$ cat config.mk
export PLATFORM = sky130hd
export DESIGN_NAME = pipeline_ctrl
export DESIGN_NICKNAME = d
export VERILOG_FILES = /design/src/rtl/pipeline_ctrl_pkg.sv /design/src/rtl/pipeline_ctrl_sat_counter.sv /design/src/rtl/pipeline_ctrl.sv
export SDC_FILE = /design/constraint.sdc
export NUM_CORES = 1
export LEC_CHECK = 0
export ABC_CLOCK_PERIOD_IN_PS = 1800
export CORE_UTILIZATION = 36
export CTS_BUF_LIST = sky130_fd_sc_hd__clkbuf_4
export DETAILED_ROUTE_END_ITERATION = 8
export PLACE_DENSITY = 0.83
export SLEW_MARGIN = 0
export SYNTH_ARGS = -nofsm -noshare
export SYNTH_HDL_FRONTEND = slang
export SYNTH_SLANG_ARGS = --single-unit
$ cat constraint.sdc
create_clock -name clk -period 1.8 [get_ports clk]
set_input_delay 0.36 -clock clk [delete_from_list [all_inputs] [get_ports clk]]
set_output_delay 0.36 -clock clk [all_outputs]
set_load 0.01 [all_outputs]
$ cat src/rtl/pipeline_ctrl_pkg.sv
// Shared LC-3b pipeline types: sequencer state encoding and perf counter width.
package lc3b_types;

  typedef enum logic [1:0] {
    INIT   = 2'd0,
    RUN    = 2'd1,
    FREEZE = 2'd2
  } pipe_ctrl_state_t;

  typedef logic [31:0] lc3b_perf_cnt;

  // 16 bits covers the full legal TIMEOUT_CYCLES range (up to 65535).
  localparam int FREEZE_CNT_W = 16;

endpackage

$ cat src/rtl/pipeline_ctrl_sat_counter.sv
// Saturating up-counter with synchronous clear (clear wins over increment).
module sat_counter #(
  parameter int W = 16
) (
  input  logic         clk,
  input  logic         rst_n,
  input  logic         inc,
  input  logic         clr,
  output logic [W-1:0] count
);

  always_ff @(posedge clk or negedge rst_n) begin
    if (!rst_n)                      count <= '0;
    else if (clr)                    count <= '0;
    else if (inc && (count != '1))   count <= count + W'(1);
  end

endmodule

$ cat src/rtl/pipeline_ctrl.sv
// LC-3b five-stage pipeline sequencer: stall/freeze/redirect arbitration, watchdog.
// Optional perf counters are built when PIPE_CTRL_PERF_EN is defined.
module pipeline_ctrl
  import lc3b_types::*;
#(
  parameter int TIMEOUT_CYCLES = 255
) (
  input  logic        clk,
  input  logic        rst_n,
  input  logic        hazard_stall,
  input  logic        imem_req,
  input  logic        imem_resp,
  input  logic        dmem_req,
  input  logic        dmem_resp,
  input  logic        br_taken,
  output logic        load_pc,
  output logic        pcmux_sel,
  output logic        load_ifid,
  output logic        load_idex,
  output logic        load_exmem,
  output logic        load_memwb,
  output logic        flush_ifid,
  output logic        flush_idex,
  output logic        flush_exmem,
  output logic        mem_timeout,
  output logic [31:0] perf_freeze,
  output logic [31:0] perf_bubble,
  output logic [31:0] perf_redirect
);

  pipe_ctrl_state_t        r_state, w_next;
  logic                    r_pend, w_pend_nxt;
  logic                    w_wait, w_redir;
  logic                    w_fc_inc;
  logic [FREEZE_CNT_W-1:0] w_fcnt;
  logic                    r_timeout;

  assign w_wait  = (imem_req & ~imem_resp) | (dmem_req & ~dmem_resp);
  assign w_redir = br_taken | r_pend;

  always_ff @(posedge clk or negedge rst_n) begin
    if (!rst_n) begin
      r_state <= INIT;
      r_pend  <= 1'b0;
    end else begin
      r_state <= w_next;
      r_pend  <= w_pend_nxt;
    end
  end

  always_comb begin
    w_next      = r_state;
    w_pend_nxt  = r_pend;
    load_pc     = 1'b0;
    pcmux_sel   = 1'b0;
    load_ifid   = 1'b0;
    load_idex   = 1'b0;
    load_exmem  = 1'b0;
    load_memwb  = 1'b0;
    flush_ifid  = 1'b0;
    flush_idex  = 1'b0;
    flush_exmem = 1'b0;
    case (r_state)
      INIT: begin
        {load_ifid, load_idex, load_exmem, load_memwb} = 4'b1111;
        {flush_ifid, flush_idex, flush_exmem}          = 3'b111;
        w_pend_nxt = 1'b0;
        w_next     = RUN;
      end
      default: begin
        if (w_wait) begin
          // Hold a redirect seen mid-freeze so it is not lost.
          if (br_taken) w_pend_nxt = 1'b1;
          w_next = FREEZE;
        end else if (w_redir) begin
          {load_ifid, load_idex, load_exmem, load_memwb} = 4'b1111;
          {flush_ifid, flush_idex, flush_exmem}          = 3'b111;
          load_pc    = 1'b1;
          pcmux_sel  = 1'b1;
          w_pend_nxt = 1'b0;
          w_next     = RUN;
        end else if (hazard_stall) begin
          {load_idex, load_exmem, load_memwb} = 3'b111;
          flush_idex = 1'b1;
          w_next     = RUN;
        end else begin
          {load_ifid, load_idex, load_exmem, load_memwb} = 4'b1111;
          load_pc = 1'b1;
          w_next  = RUN;
        end
      end
    endcase
  end

  // Watchdog: counts consecutive frozen cycles still waiting on memory.
  assign w_fc_inc = (r_state == FREEZE) & w_wait;

  sat_counter #(.W(FREEZE_CNT_W)) u_freeze_cnt (
    .clk   (clk),
    .rst_n (rst_n),
    .inc   (w_fc_inc),
    .clr   (~w_fc_inc),
    .count (w_fcnt)
  );

  always_ff @(posedge clk or negedge rst_n) begin
    if (!rst_n)
      r_timeout <= 1'b0;
    else if (w_fc_inc && (({1'b0, w_fcnt} + 17'd1) >= 17'(TIMEOUT_CYCLES)))
      r_timeout <= 1'b1;
  end

  assign mem_timeout = r_timeout;

`ifdef PIPE_CTRL_PERF_EN
  lc3b_perf_cnt w_pf, w_pb, w_pr;

  sat_counter #(.W(32)) u_perf_freeze (
    .clk(clk), .rst_n(rst_n), .inc(r_state == FREEZE), .clr(1'b0), .count(w_pf)
  );
  // A bubble is the only case holding IF/ID while loading ID/EX.
  sat_counter #(.W(32)) u_perf_bubble (
    .clk(clk), .rst_n(rst_n), .inc(~load_ifid & load_idex), .clr(1'b0), .count(w_pb)
  );
  sat_counter #(.W(32)) u_perf_redirect (
    .clk(clk), .rst_n(rst_n), .inc(pcmux_sel), .clr(1'b0), .count(w_pr)
  );

  assign perf_freeze   = w_pf;
  assign perf_bubble   = w_pb;
  assign perf_redirect = w_pr;
`else
  assign perf_freeze   = '0;
  assign perf_bubble   = '0;
  assign perf_redirect = '0;
`endif

endmodule

==> impl_metrics.yaml <==
critical_path:
  path_buf_inv: 0
  slowest_stage: "nor4_1"
  cp.arrival_ns: 2.01
  cp-start-kind: "flip-flop"
  worstPathRequired_ns: 2.04
  critPathMaxFanout: 8
  startpoint: "u_freeze_cnt.count[0]"
  slowest_delay_ns: 0.44
  reg2reg_from: "u_freeze_cnt.count[0]"
  path_cells: "ha_2, nand3_1, nor2_1, xnor2_1, nor4_1, nor4_2, o21bai_2"
  worst-setup-path-type: "reg2reg"
  end_kind: "flip-flop"
  critPathTopFamily: "simple AND/OR/NAND/NOR gates"
routing:
  ant_nets: 0
  vias: 1369
  wl_um: 3180
  viasPerCell: 4.10
  drc_errors: 0
  drtIter0Drc: 38
  firstDrtPassIters: 4
  wl_per_cell_um: 9.52
placed_design:
  hpwlAfterDp_um: 2400
  gp_congestion: 0.794
  numPortBuffers: 17
  dpl.cell_count: 330
die:
  io_pins: 114
  rows: 26
  dieArea_sq_mm: 0.00587
  die_y_um: 76.6
  start_util_pct: 38.3
  die_x_um: 76.6
  coreArea_sq_mm: 0.00524
power:
  switching_share_pct: 34.2
  peakVddDrop_v: 0.000340
  intPower_mw: 0.596
  power_density_mw_per_mm2: 451
  pwr-share-comb_pct: 23.7
  clock_power_share_pct: 24.8
  p_sw_mw: 0.310
  p_leak_nw: 1.01
  power_frac_seq_pct: 51.5
  p_total_mw: 0.905
clock_network:
  cts_hold_buf: 0
  cts_tree: "yes"
  clk_pin_slew_ns: 0.11
  insertion_delay_ns: 0.31
  cts_buffers: 3
  root_buffer: "clkbuf_4"
  cts_sinks: 20
  htree_levels: 1
  ctsLongestPathBuffers: 2
global_routing:
  grt_max_degree: 21
  grt_antenna_before_repair: 0
  gr-total-overflow: 0
  grt_usage_pct: 10.3
  grt_pass1_wl_um: 4970
  first_global_vias: 1129
synth:
  ys.flop_type: "dfrtp_1"
  syn_area_per_cell_sq_um: 8.39
  synth-simple-area-share_pct: 16.7
  synth_warnings: 0
  synthArstFlopShare_pct: 100
  synth_area_sq_mm: 0.00200
  synth.area.mux_share_pct: 0
  synth_compound_area_share_pct: 9.43
  synth_fa_ha_area_share_pct: 1.25
  ys_seq_area_share_pct: 25.0
  synthCells: 239
  ys_ff_latch: 20
  synth_top_family_by_area: "buffers and inverters"
  synth_edf_count: 0
  synth_xor_area_share_pct: 6.55
  synth.distinct_cells: 39
run_status:
  status: "complete, no violations"
sta:
  fin_skew_ns: 0.00117
  hold_viol_final: 0
  finalSetupViolCount: 0
  period_needed_ns: 1.77
  rsz0062_at_grt: "true"
  max_freq_mhz: 566
  period_share_pct: 98.1
  slew_viol_final: 0
cells_and_area:
  final_common_cell: "conb_1"
  drive_gt1_share_pct: 19.3
  diodes: 0
  layout_common_cells: "conb_1 (96), dfrtp_1 (18), nor2_1 (15), buf_4 (15)"
  finalNetCount: 275
  area_delta_synth_final_pct: 0.125
  fin_cells: 334
flow_run:
  maxCapViolCount: 0
worst_hold_path:
  worstHoldPathType: "in2async"
## worst register-to-register path, cell delays in order, from the launching register on
cell	delay (ns)
dfrtp_1	0.37
ha_2	0.26
nand3_1	0.16
nor2_1	0.15
xnor2_1	0.10
nor4_1	0.44
nor4_2	0.12
o21bai_2	0.12
## worst paths after layout
check	end	slack, ns	depth (start not counted)
setup / recovery	mem_timeout	0.03	7
hold / removal	u_freeze_cnt.count[1]	0.38	2
setup reg to reg	mem_timeout	0.03	7
hold reg to reg	mem_timeout	0.51	1
max in group asynchronous	u_freeze_cnt.count[5]	1.20	2
min in group clk	mem_timeout	0.51	1
## repair_timing
action | 4_1_cts | 5_1_grt
resized for setup | 44 | 7
pin swaps | 3 | 1
endpoints found under the setup margin | 10 | 7
buffers inserted | 0 | 0
## metal layers
layer  up-vias  wire (um)  global-route usage [%]
met2        72       1660                    18.1
met3         5        201                    1.32
met1       640       1260                    12.5
met5         -          0                       0
met4         0         52                    4.62
li1        652          -                       -
## layout make-up
class	count	area (sq um)
Fill cell	550	3230
Multi-Input combinational cell	198	1090
Sequential cell	20	503
Timing Repair Buffer	34	269
Tap cell	70	87.6
Inverter	8	30.0
Clock buffer	3	22.5
Clock inverter	1	3.75
## cells in the mapped netlist, types with 4 or more instances
| cell type | number | area [sq um] |
|---|---|---|
| a21oi_1 | 12 | 60.1 |
| nor2_1 | 16 | 60.1 |
| nor3_1 | 5 | 25.0 |
| o21ai_0 | 4 | 20.0 |
| xnor2_1 | 12 | 105 |
| nand3_1 | 4 | 20.0 |
| nand2_1 | 5 | 18.8 |
| o22ai_1 | 4 | 25.0 |
| inv_1 | 8 | 30.0 |
| clkbuf_1 | 4 | 15.0 |
| buf_4 | 102 | 766 |
| dfrtp_1 | 20 | 500 |
## registers in the layout, indices dropped and copies added (netlist names)
register,cells
mem_timeout,1
r_state,2
u_freeze_cnt.count,16
r_pend,1
## stage by stage
step	util, %	setup TNS [ns]	cell area [sq um]	setup slack [ns]	hold WS (ns)
final	38.3	0	2010	0.0338	0.379
after global routing	38.3	-0.129	2010	-0.0747	0.393
after CTS	37.8	0	1980	0.00802	0.390
after detailed placement	37.8	-3.46	1980	-0.423	0.490
after global placement	37.8	-3.40	1980	-0.422	0.486
after floorplan	-	0	2370	0.00506	0.0644
## kinds of logic after synthesis
kind of cell | Yosys count
DFF | 20
adders and majority gates | 2
AOI/OAI and AO/OA | 31
buffers and inverters | 116
other | 1
xor gates and xnor gates | 15
and+or+nand+nor | 54
## power groups by stage
stage | combinational (mW) | sequential, mW | clock [mW]
finish | 0.215 | 0.467 | 0.224
global route | 0.236 | 0.468 | 0.249
CTS | 0.208 | 0.466 | 0.228
detailed placement | 0.228 | 0.473 | 0
global placement | 0.226 | 0.473 | 0
floorplan | 0.302 | 0.471 | 0
(Power assumes the default switching activity.)
